$ cat src/rtl/dcache_miss_unit_pkg.sv
// Shared types, sizing constants and address helpers for the D-cache miss unit.
// Line/beat geometry here is the single place to retarget the unit.
package dcache_miss_unit_pkg;

  localparam int unsigned Plen      = 32;
  localparam int unsigned LineW     = 256;
  localparam int unsigned SetAssocW = 2;
  localparam int unsigned IndexW    = 7;
  localparam int unsigned BeatW     = 64;
  localparam int unsigned Beats     = LineW / BeatW;
  localparam int unsigned CntW      = (Beats > 1) ? $clog2(Beats) : 1;
  localparam int unsigned BeatBytes = BeatW / 8;

  typedef enum logic [2:0] {StIdle, StWb, StRdReq, StRdWait, StRefill} miss_state_e;

  typedef logic [Plen-1:0]  paddr_t;
  typedef logic [LineW-1:0] line_t;
  typedef logic [BeatW-1:0] beat_t;
  typedef logic [CntW-1:0]  cnt_t;

  function automatic paddr_t line_base(paddr_t paddr);
    return paddr & ~paddr_t'(LineW / 8 - 1);
  endfunction

  function automatic paddr_t beat_addr(paddr_t base, cnt_t idx);
    return base + paddr_t'(idx) * paddr_t'(BeatBytes);
  endfunction

  function automatic beat_t get_beat(line_t line, cnt_t idx);
    return line[idx*BeatW +: BeatW];
  endfunction

endpackage

$ cat src/rtl/dcache_miss_unit_if.sv
// Cache-side (miss/writeback/refill) and memory-side beat bus of the miss unit.
// master = the miss unit, slave = the D-cache plus memory environment.
interface dcache_miss_unit_if;
  import dcache_miss_unit_pkg::*;

  logic                 miss_req_valid;
  logic                 miss_req_ready;
  paddr_t               miss_req_paddr;
  logic [SetAssocW-1:0] miss_req_way;
  logic [IndexW-1:0]    miss_req_index;

  logic                 refill_valid;
  logic                 refill_ready;
  paddr_t               refill_paddr;
  logic [SetAssocW-1:0] refill_way;
  line_t                refill_data;

  logic                 wb_req_valid;
  logic                 wb_req_ready;
  paddr_t               wb_req_paddr;
  line_t                wb_req_data;

  logic                 mem_req_valid;
  logic                 mem_req_ready;
  logic                 mem_req_we;
  paddr_t               mem_req_addr;
  beat_t                mem_req_wdata;
  logic                 mem_resp_valid;
  beat_t                mem_resp_data;

  modport master (
    input  miss_req_valid, miss_req_paddr, miss_req_way, miss_req_index,
    output miss_req_ready,
    output refill_valid, refill_paddr, refill_way, refill_data,
    input  refill_ready,
    input  wb_req_valid, wb_req_paddr, wb_req_data,
    output wb_req_ready,
    output mem_req_valid, mem_req_we, mem_req_addr, mem_req_wdata,
    input  mem_req_ready, mem_resp_valid, mem_resp_data
  );

  modport slave (
    output miss_req_valid, miss_req_paddr, miss_req_way, miss_req_index,
    input  miss_req_ready,
    input  refill_valid, refill_paddr, refill_way, refill_data,
    output refill_ready,
    output wb_req_valid, wb_req_paddr, wb_req_data,
    input  wb_req_ready,
    input  mem_req_valid, mem_req_we, mem_req_addr, mem_req_wdata,
    output mem_req_ready, mem_resp_valid, mem_resp_data
  );

endinterface

$ cat src/rtl/dcache_miss_unit_wb_buffer.sv
// Single-entry writeback slice (paddr + line), used when DCACHE_MISS_WB_BUFFER_EN is defined.
module dcache_wb_buffer
  import dcache_miss_unit_pkg::*;
(
  input  logic   clk_i,
  input  logic   rst_ni,
  input  logic   in_valid_i,
  output logic   in_ready_o,
  input  paddr_t in_paddr_i,
  input  line_t  in_data_i,
  output logic   out_valid_o,
  input  logic   out_ready_i,
  output paddr_t out_paddr_o,
  output line_t  out_data_o
);

  logic   valid_q;
  paddr_t paddr_q;
  line_t  data_q;

  assign in_ready_o  = ~valid_q;
  assign out_valid_o = valid_q;
  assign out_paddr_o = paddr_q;
  assign out_data_o  = data_q;

  always_ff @(posedge clk_i or negedge rst_ni) begin
    if (!rst_ni) begin
      valid_q <= 1'b0;
      paddr_q <= '0;
      data_q  <= '0;
    end else if (in_valid_i && in_ready_o) begin
      valid_q <= 1'b1;
      paddr_q <= in_paddr_i;
      data_q  <= in_data_i;
    end else if (out_ready_i) begin
      valid_q <= 1'b0;
    end
  end

endmodule

$ cat src/rtl/dcache_miss_unit.sv
// Line-to-beat miss/writeback engine behind the D-cache, one line transaction at a time.
// Optional one-entry writeback buffer: define DCACHE_MISS_WB_BUFFER_EN.
module dcache_miss_unit
  import dcache_miss_unit_pkg::*;
(
  input  logic                clk_i,
  input  logic                rst_ni,
  dcache_miss_unit_if.master  bus,
  output logic [IndexW-1:0]   dbg_miss_index_o
);

  miss_state_e          state_q;
  cnt_t                 cnt_q;
  paddr_t               base_q;
  logic [SetAssocW-1:0] way_q;
  logic [IndexW-1:0]    index_q;
  line_t                line_q;
  logic                 mem_valid_q, mem_we_q, refill_valid_q;
  paddr_t               mem_addr_q;
  beat_t                mem_wdata_q;

  logic   idle, wb_pend, wb_take, miss_fire, last_beat;
  paddr_t wb_pend_paddr;
  line_t  wb_pend_data;
  cnt_t   cnt_nxt;

  assign idle      = (state_q == StIdle);
  assign cnt_nxt   = cnt_q + cnt_t'(1);
  assign last_beat = (cnt_q == cnt_t'(Beats - 1));

`ifdef DCACHE_MISS_WB_BUFFER_EN
  logic buf_in_ready;

  dcache_wb_buffer u_wb_buffer (
    .clk_i       (clk_i),
    .rst_ni      (rst_ni),
    .in_valid_i  (bus.wb_req_valid),
    .in_ready_o  (buf_in_ready),
    .in_paddr_i  (bus.wb_req_paddr),
    .in_data_i   (bus.wb_req_data),
    .out_valid_o (wb_pend),
    .out_ready_i (wb_take),
    .out_paddr_o (wb_pend_paddr),
    .out_data_o  (wb_pend_data)
  );

  assign bus.wb_req_ready = buf_in_ready & rst_ni;
  assign wb_take          = idle & wb_pend;
`else
  assign wb_pend          = bus.wb_req_valid;
  assign wb_pend_paddr    = bus.wb_req_paddr;
  assign wb_pend_data     = bus.wb_req_data;
  assign bus.wb_req_ready = idle & rst_ni;
  assign wb_take          = wb_pend & bus.wb_req_ready;
`endif

  // Pending writebacks win so a dirty victim reaches memory before its line is re-read.
  assign bus.miss_req_ready = idle & ~bus.wb_req_valid & ~wb_pend & rst_ni;
  assign miss_fire          = bus.miss_req_valid & bus.miss_req_ready;

  assign bus.mem_req_valid = mem_valid_q;
  assign bus.mem_req_we    = mem_we_q;
  assign bus.mem_req_addr  = mem_addr_q;
  assign bus.mem_req_wdata = mem_wdata_q;
  assign bus.refill_valid  = refill_valid_q;
  assign bus.refill_paddr  = base_q;
  assign bus.refill_way    = way_q;
  assign bus.refill_data   = line_q;
  assign dbg_miss_index_o  = index_q;

  always_ff @(posedge clk_i or negedge rst_ni) begin
    if (!rst_ni) begin
      state_q        <= StIdle;
      cnt_q          <= '0;
      base_q         <= '0;
      way_q          <= '0;
      index_q        <= '0;
      line_q         <= '0;
      mem_valid_q    <= 1'b0;
      mem_we_q       <= 1'b0;
      mem_addr_q     <= '0;
      mem_wdata_q    <= '0;
      refill_valid_q <= 1'b0;
    end else begin
      unique case (state_q)
        StIdle: begin
          if (wb_take) begin
            base_q      <= line_base(wb_pend_paddr);
            line_q      <= wb_pend_data;
            cnt_q       <= '0;
            mem_valid_q <= 1'b1;
            mem_we_q    <= 1'b1;
            mem_addr_q  <= line_base(wb_pend_paddr);
            mem_wdata_q <= get_beat(wb_pend_data, '0);
            state_q     <= StWb;
          end else if (miss_fire) begin
            base_q      <= line_base(bus.miss_req_paddr);
            way_q       <= bus.miss_req_way;
            index_q     <= bus.miss_req_index;
            cnt_q       <= '0;
            mem_valid_q <= 1'b1;
            mem_we_q    <= 1'b0;
            mem_addr_q  <= line_base(bus.miss_req_paddr);
            state_q     <= StRdReq;
          end
        end
        StWb: begin
          if (bus.mem_req_ready) begin
            if (last_beat) begin
              mem_valid_q <= 1'b0;
              mem_we_q    <= 1'b0;
              state_q     <= StIdle;
            end else begin
              cnt_q       <= cnt_nxt;
              mem_addr_q  <= beat_addr(base_q, cnt_nxt);
              mem_wdata_q <= get_beat(line_q, cnt_nxt);
            end
          end
        end
        StRdReq: begin
          if (bus.mem_req_ready) begin
            mem_valid_q <= 1'b0;
            state_q     <= StRdWait;
          end
        end
        StRdWait: begin
          if (bus.mem_resp_valid) begin
            line_q[cnt_q*BeatW +: BeatW] <= bus.mem_resp_data;
            if (last_beat) begin
              refill_valid_q <= 1'b1;
              state_q        <= StRefill;
            end else begin
              cnt_q       <= cnt_nxt;
              mem_valid_q <= 1'b1;
              mem_addr_q  <= beat_addr(base_q, cnt_nxt);
              state_q     <= StRdReq;
            end
          end
        end
        StRefill: begin
          if (bus.refill_ready) begin
            refill_valid_q <= 1'b0;
            state_q        <= StIdle;
          end
        end
        default: state_q <= StIdle;
      endcase
    end
  end

endmodule

$ cat src/flat_wrapper.sv
// flat-port wrapper written by rule: the top's interface ports become plain ports
module dcache_miss_unit_flat import dcache_miss_unit_pkg::*;
  (clk_i, rst_ni, dbg_miss_index_o, bus_miss_req_valid, bus_miss_req_paddr, bus_miss_req_way, bus_miss_req_index, bus_miss_req_ready, bus_refill_valid, bus_refill_paddr, bus_refill_way, bus_refill_data, bus_refill_ready, bus_wb_req_valid, bus_wb_req_paddr, bus_wb_req_data, bus_wb_req_ready, bus_mem_req_valid, bus_mem_req_we, bus_mem_req_addr, bus_mem_req_wdata, bus_mem_req_ready, bus_mem_resp_valid, bus_mem_resp_data);
  dcache_miss_unit_if bus_i ();
  input  logic clk_i;
  input  logic rst_ni;
  output logic [IndexW-1:0] dbg_miss_index_o;
  input wire logic [$bits(bus_i.miss_req_valid)-1:0] bus_miss_req_valid;
  input wire logic [$bits(bus_i.miss_req_paddr)-1:0] bus_miss_req_paddr;
  input wire logic [$bits(bus_i.miss_req_way)-1:0] bus_miss_req_way;
  input wire logic [$bits(bus_i.miss_req_index)-1:0] bus_miss_req_index;
  output wire logic [$bits(bus_i.miss_req_ready)-1:0] bus_miss_req_ready;
  output wire logic [$bits(bus_i.refill_valid)-1:0] bus_refill_valid;
  output wire logic [$bits(bus_i.refill_paddr)-1:0] bus_refill_paddr;
  output wire logic [$bits(bus_i.refill_way)-1:0] bus_refill_way;
  output wire logic [$bits(bus_i.refill_data)-1:0] bus_refill_data;
  input wire logic [$bits(bus_i.refill_ready)-1:0] bus_refill_ready;
  input wire logic [$bits(bus_i.wb_req_valid)-1:0] bus_wb_req_valid;
  input wire logic [$bits(bus_i.wb_req_paddr)-1:0] bus_wb_req_paddr;
  input wire logic [$bits(bus_i.wb_req_data)-1:0] bus_wb_req_data;
  output wire logic [$bits(bus_i.wb_req_ready)-1:0] bus_wb_req_ready;
  output wire logic [$bits(bus_i.mem_req_valid)-1:0] bus_mem_req_valid;
  output wire logic [$bits(bus_i.mem_req_we)-1:0] bus_mem_req_we;
  output wire logic [$bits(bus_i.mem_req_addr)-1:0] bus_mem_req_addr;
  output wire logic [$bits(bus_i.mem_req_wdata)-1:0] bus_mem_req_wdata;
  input wire logic [$bits(bus_i.mem_req_ready)-1:0] bus_mem_req_ready;
  input wire logic [$bits(bus_i.mem_resp_valid)-1:0] bus_mem_resp_valid;
  input wire logic [$bits(bus_i.mem_resp_data)-1:0] bus_mem_resp_data;
  assign bus_i.miss_req_valid = bus_miss_req_valid;
  assign bus_i.miss_req_paddr = bus_miss_req_paddr;
  assign bus_i.miss_req_way = bus_miss_req_way;
  assign bus_i.miss_req_index = bus_miss_req_index;
  assign bus_miss_req_ready = bus_i.miss_req_ready;
  assign bus_refill_valid = bus_i.refill_valid;
  assign bus_refill_paddr = bus_i.refill_paddr;
  assign bus_refill_way = bus_i.refill_way;
  assign bus_refill_data = bus_i.refill_data;
  assign bus_i.refill_ready = bus_refill_ready;
  assign bus_i.wb_req_valid = bus_wb_req_valid;
  assign bus_i.wb_req_paddr = bus_wb_req_paddr;
  assign bus_i.wb_req_data = bus_wb_req_data;
  assign bus_wb_req_ready = bus_i.wb_req_ready;
  assign bus_mem_req_valid = bus_i.mem_req_valid;
  assign bus_mem_req_we = bus_i.mem_req_we;
  assign bus_mem_req_addr = bus_i.mem_req_addr;
  assign bus_mem_req_wdata = bus_i.mem_req_wdata;
  assign bus_i.mem_req_ready = bus_mem_req_ready;
  assign bus_i.mem_resp_valid = bus_mem_resp_valid;
  assign bus_i.mem_resp_data = bus_mem_resp_data;
  dcache_miss_unit u_core (.clk_i(clk_i), .rst_ni(rst_ni), .bus(bus_i), .dbg_miss_index_o(dbg_miss_index_o));
endmodule
$ cat config.mk
export PLATFORM = sky130hd
export DESIGN_NAME = dcache_miss_unit_flat
export DESIGN_NICKNAME = d
export VERILOG_FILES = /design/src/rtl/dcache_miss_unit_pkg.sv /design/src/rtl/dcache_miss_unit_if.sv /design/src/rtl/dcache_miss_unit_wb_buffer.sv /design/src/rtl/dcache_miss_unit.sv /design/src/flat_wrapper.sv
export SDC_FILE = /design/constraint.sdc
export NUM_CORES = 1
export LEC_CHECK = 0
export CAP_MARGIN = 20
export CORE_AREA = 2 2 312 314
export DETAILED_ROUTE_END_ITERATION = 6
export DIE_AREA = 0 0 314 316
export GPL_ROUTABILITY_DRIVEN = 0
export SLEW_MARGIN = 20
export SYNTH_ARGS = -nofsm -noshare
export SYNTH_HDL_FRONTEND = slang
export SYNTH_SLANG_ARGS = --single-unit
export TNS_END_PERCENT = 50
$ cat constraint.sdc
create_clock -name clk_i -period 4.1 [get_ports clk_i]
set_input_delay 0.615 -clock clk_i [delete_from_list [all_inputs] [get_ports clk_i]]
set_output_delay 0.615 -clock clk_i [all_outputs]
set_load 0.02 [all_outputs]
==> Word-level counts from Yosys, hierarchy flattened <==
Cells that the tools add are included.
{ "word_totals": {"register_bits": 401, "word_cells": 100, "out_inout_bits": 398} }
{ "classes": {"muxes": 44, "bitwise_logic": 8, "n_reduce_logical": 16, "n_eq_ne": 15, "shifts": 3, "n_addsub": 3} }
{ "op_table": {"columns": ["operator", "count"], "rows": [
  ["$mux 256", 2],
  ["$pmux 256 s2", 1],
  ["$bwmux 256", 1],
  ["$shift 64x34->256 const A", 1],
  ["$shiftx 256x9->64", 1],
  ["$shiftx 64x34->256", 1],
  ["$mux 64", 3],
  ["$mux 32", 5],
  ["$pmux 64 s2", 1],
  ["$pmux 32 s3", 1],
  ["$neg 8->34", 1],
  ["$add 32x5->32", 1],
  ["$mux 3", 8],
  ["$reduce_and 4->1", 4],
  ["$pmux 3 s5", 1],
  ["$ne 2x2->1 const B", 7],
  ["$mux 1", 12],
  ["$mux 2", 5],
  ["$reduce_bool 2->1", 4],
  ["$reduce_and 7->1", 1],
  ["$and 1x1->1", 6],
  ["$eq 3x2->1 const B", 2],
  ["$pmux 2 s3", 1],
  ["$reduce_and 3->1", 2],
  ["other kinds (14)", 17]
]} }

==> Longest topological paths before layout <==
{ "logic_depth": {"ltp_word": 8, "ltp_mapped": 9} }

==> Worst setup path before layout <==
OpenSTA, ideal clock, no wires.
{ "synth_timing": {"path_kind": "register -> register", "startpoint": "register u_core.cnt_q[0]", "endpoint": "register u_core.mem_wdata_q[0], in the netlist u_core.bus.mem_req_wdata[0]", "n_path_buf": 3, "slack_ns": 1.883, "period_less_slack_ns": 2.217, "t_arrival_ns": 2.076, "path_stages_with_launch": 9, "path_cell_list": "dfrtp_1 > buf_2 > inv_1 > ha_1 > buf_2 > clkbuf_1 > mux4_2 > nand2_1 > a31oi_1"} }
{ "synth_between": {"elab_chain_len": 5, "elab_cells_between_ends": 8, "cone_classes": "1 x add/sub; 2 x eq/ne; 1 x shift; 3 x mux; 1 x reduce/logical"} }
{ "synth_rtl": {"columns": ["element", "line_no", "text"], "rows": [
  ["start, declared", "dcache_miss_unit.sv:13", "cnt_t cnt_q;"],
  ["start signal, assigned", "dcache_miss_unit.sv:114", "cnt_q <= cnt_nxt;"],
  ["start signal, assigned", "dcache_miss_unit.sv:133", "cnt_q <= cnt_nxt;"],
  ["$add 2x1->2", "dcache_miss_unit.sv:28", "assign cnt_nxt = cnt_q + cnt_t'(1);"],
  ["$shiftx 256x9->64", "dcache_miss_unit_pkg.sv:30", "return line[idx*BeatW +: BeatW];"],
  ["$mux 64", "dcache_miss_unit.sv:109", "if (last_beat) begin"],
  ["$mux 64", "dcache_miss_unit.sv:108", "if (bus.mem_req_ready) begin"],
  ["$pmux 64 s2", "dcache_miss_unit.sv:85", "unique case (state_q)"],
  ["end signal, assigned", "dcache_miss_unit.sv:94", "mem_wdata_q <= get_beat(wb_pend_data, '0);"],
  ["end signal, assigned", "dcache_miss_unit.sv:116", "mem_wdata_q <= get_beat(line_q, cnt_nxt);"],
  ["end, declared", "dcache_miss_unit.sv:20", "beat_t mem_wdata_q;"]
]} }
Parallel ways exist; a longest one is shown, timed or not. The select of a mux whose other input is x is not followed.
A chain may end at the register's enable or synchronous reset.

==> Worst setup path in the final report <==
{ "layout_timing": {"startpoint": "input rst_ni", "endpoint": "output bus_wb_req_ready"} }
{ "layout_between": {"elab_chain_len": 1} }
{ "layout_rtl": {"columns": ["element", "line_no", "text"], "rows": [
  ["start, declared", "flat_wrapper.sv:6", "input logic rst_ni;"],
  ["$and 1x1->1", "dcache_miss_unit.sv:53", "assign bus.wb_req_ready = idle & rst_ni;"],
  ["end, declared", "flat_wrapper.sv:21", "output wire logic [$bits(bus_i.wb_req_ready)-1:0] bus_wb_req_ready;"]
]} }
Every way passes these cells.

==> impl_metrics.py <==
metrics = {
    "status": {
        "run_status": "finished, final reports clean",
    },
    "synth": {
        "synth_cells": 2061,
        "ys_top_cells_by_count": "sky130_fd_sc_hd__dfrtp_1 (391), sky130_fd_sc_hd__nand2_1 (354), sky130_fd_sc_hd__a22oi_1 (256), sky130_fd_sc_hd__nor2_1 (239), sky130_fd_sc_hd__o21ai_0 (179)",
        "synthMostInstantiatedCell": "sky130_fd_sc_hd__dfrtp_1",
        "netlist-cell-type-count": 45,
        "synth.top_cells.by_area": "sky130_fd_sc_hd__dfrtp_1 (50%), sky130_fd_sc_hd__a22oi_1 (9.8%), sky130_fd_sc_hd__mux4_2 (7.4%), sky130_fd_sc_hd__nand2_1 (6.8%), sky130_fd_sc_hd__nor2_1 (4.6%)",
        "synth-seq-area-share_pct": 50.0,
        "ys_async_sr_fraction_pct": 100,
        "synth.avg_cell_area_sq_um": 9.50,
        "synth-warning-count": 0,
        "synth_edf_count": 0,
        "synth-main-ff-cell": "sky130_fd_sc_hd__dfrtp_1",
        "synth_top_area_share_pct": 50.0,
        "total_of_flip_flops_plus_latches_after_synthesis": 391,
        "synth.cell_area_sq_um": 19600,
        "synth_area_leader_cell": "sky130_fd_sc_hd__dfrtp_1",
    },
    "placed_design": {
        "dp.final_hpwl_um": 63800,
        "placed_cells_incl_taps": 3951,
        "numPortBuffers": 779,
    },
    "floorplanning": {
        "floorplan.rows": 114,
        "design.die.area_sq_um": 99200,
        "die_h_um": 316,
        "top_level_ports": 798,
        "die_w_um": 314,
        "starting_density_of_the_core_pct": 20.4,
        "fp.coreArea_sq_um": 96000,
    },
    "clock_network": {
        "post_cts_resized": 0,
        "postCtsSetupRepairBufs": 0,
        "cts_tree": "built",
        "cts_hold_buf": 1,
        "clk_path_buf_depth": 3,
        "tritoncts_sink_count": 391,
        "clockRootBuffer": "sky130_fd_sc_hd__clkbuf_16",
        "cts_inserted_buffers": 47,
        "clock_transition_at_the_registers_of_the_reported_paths_ns": 0.06,
        "htree_num_levels": 2,
        "clock_latency_ns": 0.61,
    },
    "worst_setup_path": {
        "critical_path.startpoint_type": "primary input",
        "path_delay_family": "buffers and inverters",
        "critical_path_fanout_max": 113,
        "critPathKind": "in2out",
        "critPathArrivalTime_ns": 2.96,
        "critPathMaxStageDelay_ns": 0.70,
        "timing.critical_path.slowest_stage_cell": "sky130_fd_sc_hd__clkdlybuf4s50_1",
        "critical_path_buf_inv_count": 4,
        "crit_chain": "dlygate4sd3_1, buf_8, nor4b_4, buf_12, clkdlybuf4s50_1",
        "worstSetupEndpointType": "primary output",
        "critical_path_required_ns": 3.48,
        "rrSetupSlack_ns": 1.31,
    },
    "finish": {
        "ff_latch_area_sq_um": 9790,
        "n_fill_cell": 9913,
        "area_of_the_multi_input_gates_sq_um": 8850,
        "post_route_cells_drive_above_1_share_pct": 7.46,
        "post_layout_nonfiller_instances": 4042,
        "area_growth_pct": 53.8,
        "postLayoutCoreUtil_pct": 31.4,
        "layout_net_count": 3129,
    },
    "power_and_ir_drop": {
        "power_switching_share_pct": 44.1,
        "power_frac_seq_pct": 27.9,
        "power-per-cell-area_nw_per_um2": 825,
        "power.total_mw": 24.8,
        "ir_drop_mv": 1.10,
        "comb_power_share_pct": 55.1,
        "power_frac_clock_pct": 17.0,
        "power.leakage_nw": 11.9,
        "design_internal_power_mw": 13.9,
        "power.net_switching_mw": 10.9,
    },
    "sta": {
        "fin_crit_sh_pct": 87.1,
        "fin_skew_ns": 0.0219,
        "finalHoldWorstSlack_ns": 0.464,
        "final.setup.tns_ns": 0,
        "maxSlewViolCount": 0,
        "final-setup-viol-count": 0,
        "worst-slew-pin-transition_ns": 1.03,
        "max_freq_mhz": 280,
        "rsz_0062_raised_after_global_routing": "no",
        "final.min_clock_period_ns": 3.57,
        "timing_hold_violations_final": 0,
        "timing.max_slew.rel_slack_pct": 31.1,
    },
    "run": {
        "max_cap_violations": 0,
    },
    "route": {
        "route.final.wire_length_um": 93900,
        "dr.pass1.iters": 6,
        "drcViolationCount": 0,
        "detail-route-antenna-nets": 0,
        "detail_route.iter0.violations": 1831,
        "route.vias.total": 19400,
        "ratio_of_routed_vias_to_standard_cells": 4.79,
        "drt-wirelength-per-cell_um": 23.2,
    },
    "global_routing": {
        "grt_pass1_vias": 19200,
        "grt_use_total_pct": 18.2,
        "grt_overflow_total": 0,
        "grt_first_pass_wirelength_um": 135000,
        "grt_antenna_before_repair": 7,
        "grt_max_degree": 146,
    },
    "hold_path": {
        "min-delay-path-class": "in2async",
    },
}
worst paths after layout:
kind / startpoint / cells after the start / end
worst max-delay path: rst_ni / 5 / bus_wb_req_ready
worst min-delay path: rst_ni / 2 / u_core.bus.refill_paddr[20]$_DFFE_PN0P_
worst max register to register: u_core.state_q[1]$_DFFE_PN0P_ / 5 / u_core.bus.refill_data[25]$_DFFE_PN0P_
worst min register to register: u_core.bus.mem_req_addr[14]$_DFFE_PN0P_ / 2 / u_core.bus.mem_req_addr[14]$_DFFE_PN0P_
max in group asynchronous: rst_ni / 4 / u_core.bus.refill_data[203]$_DFFE_PN0P_
min in group clk_i: u_core.bus.mem_req_addr[14]$_DFFE_PN0P_ / 2 / u_core.bus.mem_req_addr[14]$_DFFE_PN0P_
routing by layer:
metal	routed length, um	track usage, %
met1	37100	22.0
met2	45800	30.7
met3	7700	4.89
met4	3270	7.00
met5	10	0
worst reg2reg max path, cell delays in order, from the launching register on:
cell,delay (ns)
sky130_fd_sc_hd__dfrtp_1,0.73
sky130_fd_sc_hd__nand3b_1,0.56
sky130_fd_sc_hd__nor4b_2,0.41
sky130_fd_sc_hd__buf_4,0.62
sky130_fd_sc_hd__a22oi_1,0.17
sky130_fd_sc_hd__o21ai_0,0.20
cell type report:
class / instances / share of cell area (%)
sequential: 391 / 32.5
timing repair buffer: 818 / 27.3
clock inverter: 17 / 0.507
antenna: 5 / 0.0416
inverter: 33 / 0.412
multi-input combinational: 1434 / 29.4
tap: 1276 / 5.30
clock buffer: 68 / 4.50
per-stage QoR:
step | worst slack (ns) | instance area (sq um)
6_report | 0.528 | 30100
5_1_grt | 0.444 | 30100
4_1_cts | 0.537 | 30100
3_5_place_dp | 1.13 | 28600
3_3_place_gp | 1.14 | 28600
2_1_floorplan | 1.88 | 19600
sequential cells by signal, indices dropped and copies added, names as in the netlist:
name and cells:
u_core.bus.mem_req_addr 28, u_core.state_q 3, u_core.bus.mem_req_valid 1, u_core.bus.refill_paddr 27, u_core.dbg_miss_index_o 7, u_core.bus.mem_req_wdata 64, u_core.cnt_q 1, u_core.bus.mem_req_we 1
u_core.bus.refill_data 256, u_core.bus.refill_valid 1, u_core.bus.refill_way 2
power by group through the flow:
stage	clock network [mW]	registers [mW]	logic, mW
global placement	0	6.91	13.7
detailed placement	0	6.98	13.8
global route	4.49	7.14	14.7
CTS	4.35	6.93	13.8
finish	4.22	6.94	13.7
floorplan	0	8.57	5.70
cells in the final DEF, fill, tap and decap left out, drive strengths merged, types with 3 or more instances in the layout:
cell type and instances:
buf 41, nand2 355, inv 37, ha 4, a21oi 93, mux4 64
mux2 10, clkbuf 68, clkdlybuf4s50 776, o31ai 28, o21ai 196, diode 5
nor4b 3, a311oi 27, dfrtp 391, a22o 3, clkinv 10, nor2 240
o22ai 27, a22oi 256, o221ai 5, a31oi 94, conb 8
logic make-up (layout without fill, tap and decap cells):
logic type | count (synthesis) | after routing | share of synthesized area [%]
simple gates | 613 | 613 | 12.2
compound gates | 734 | 734 | 23.9
other cells | 1 | 13 | 0.0192
buf+inv | 243 | 936 | 5.59
mux | 75 | 75 | 7.99
flops | 391 | 391 | 50.0
fa+ha+maj | 4 | 4 | 0.256
No activity file was read; power rests on OpenSTA's default activity.
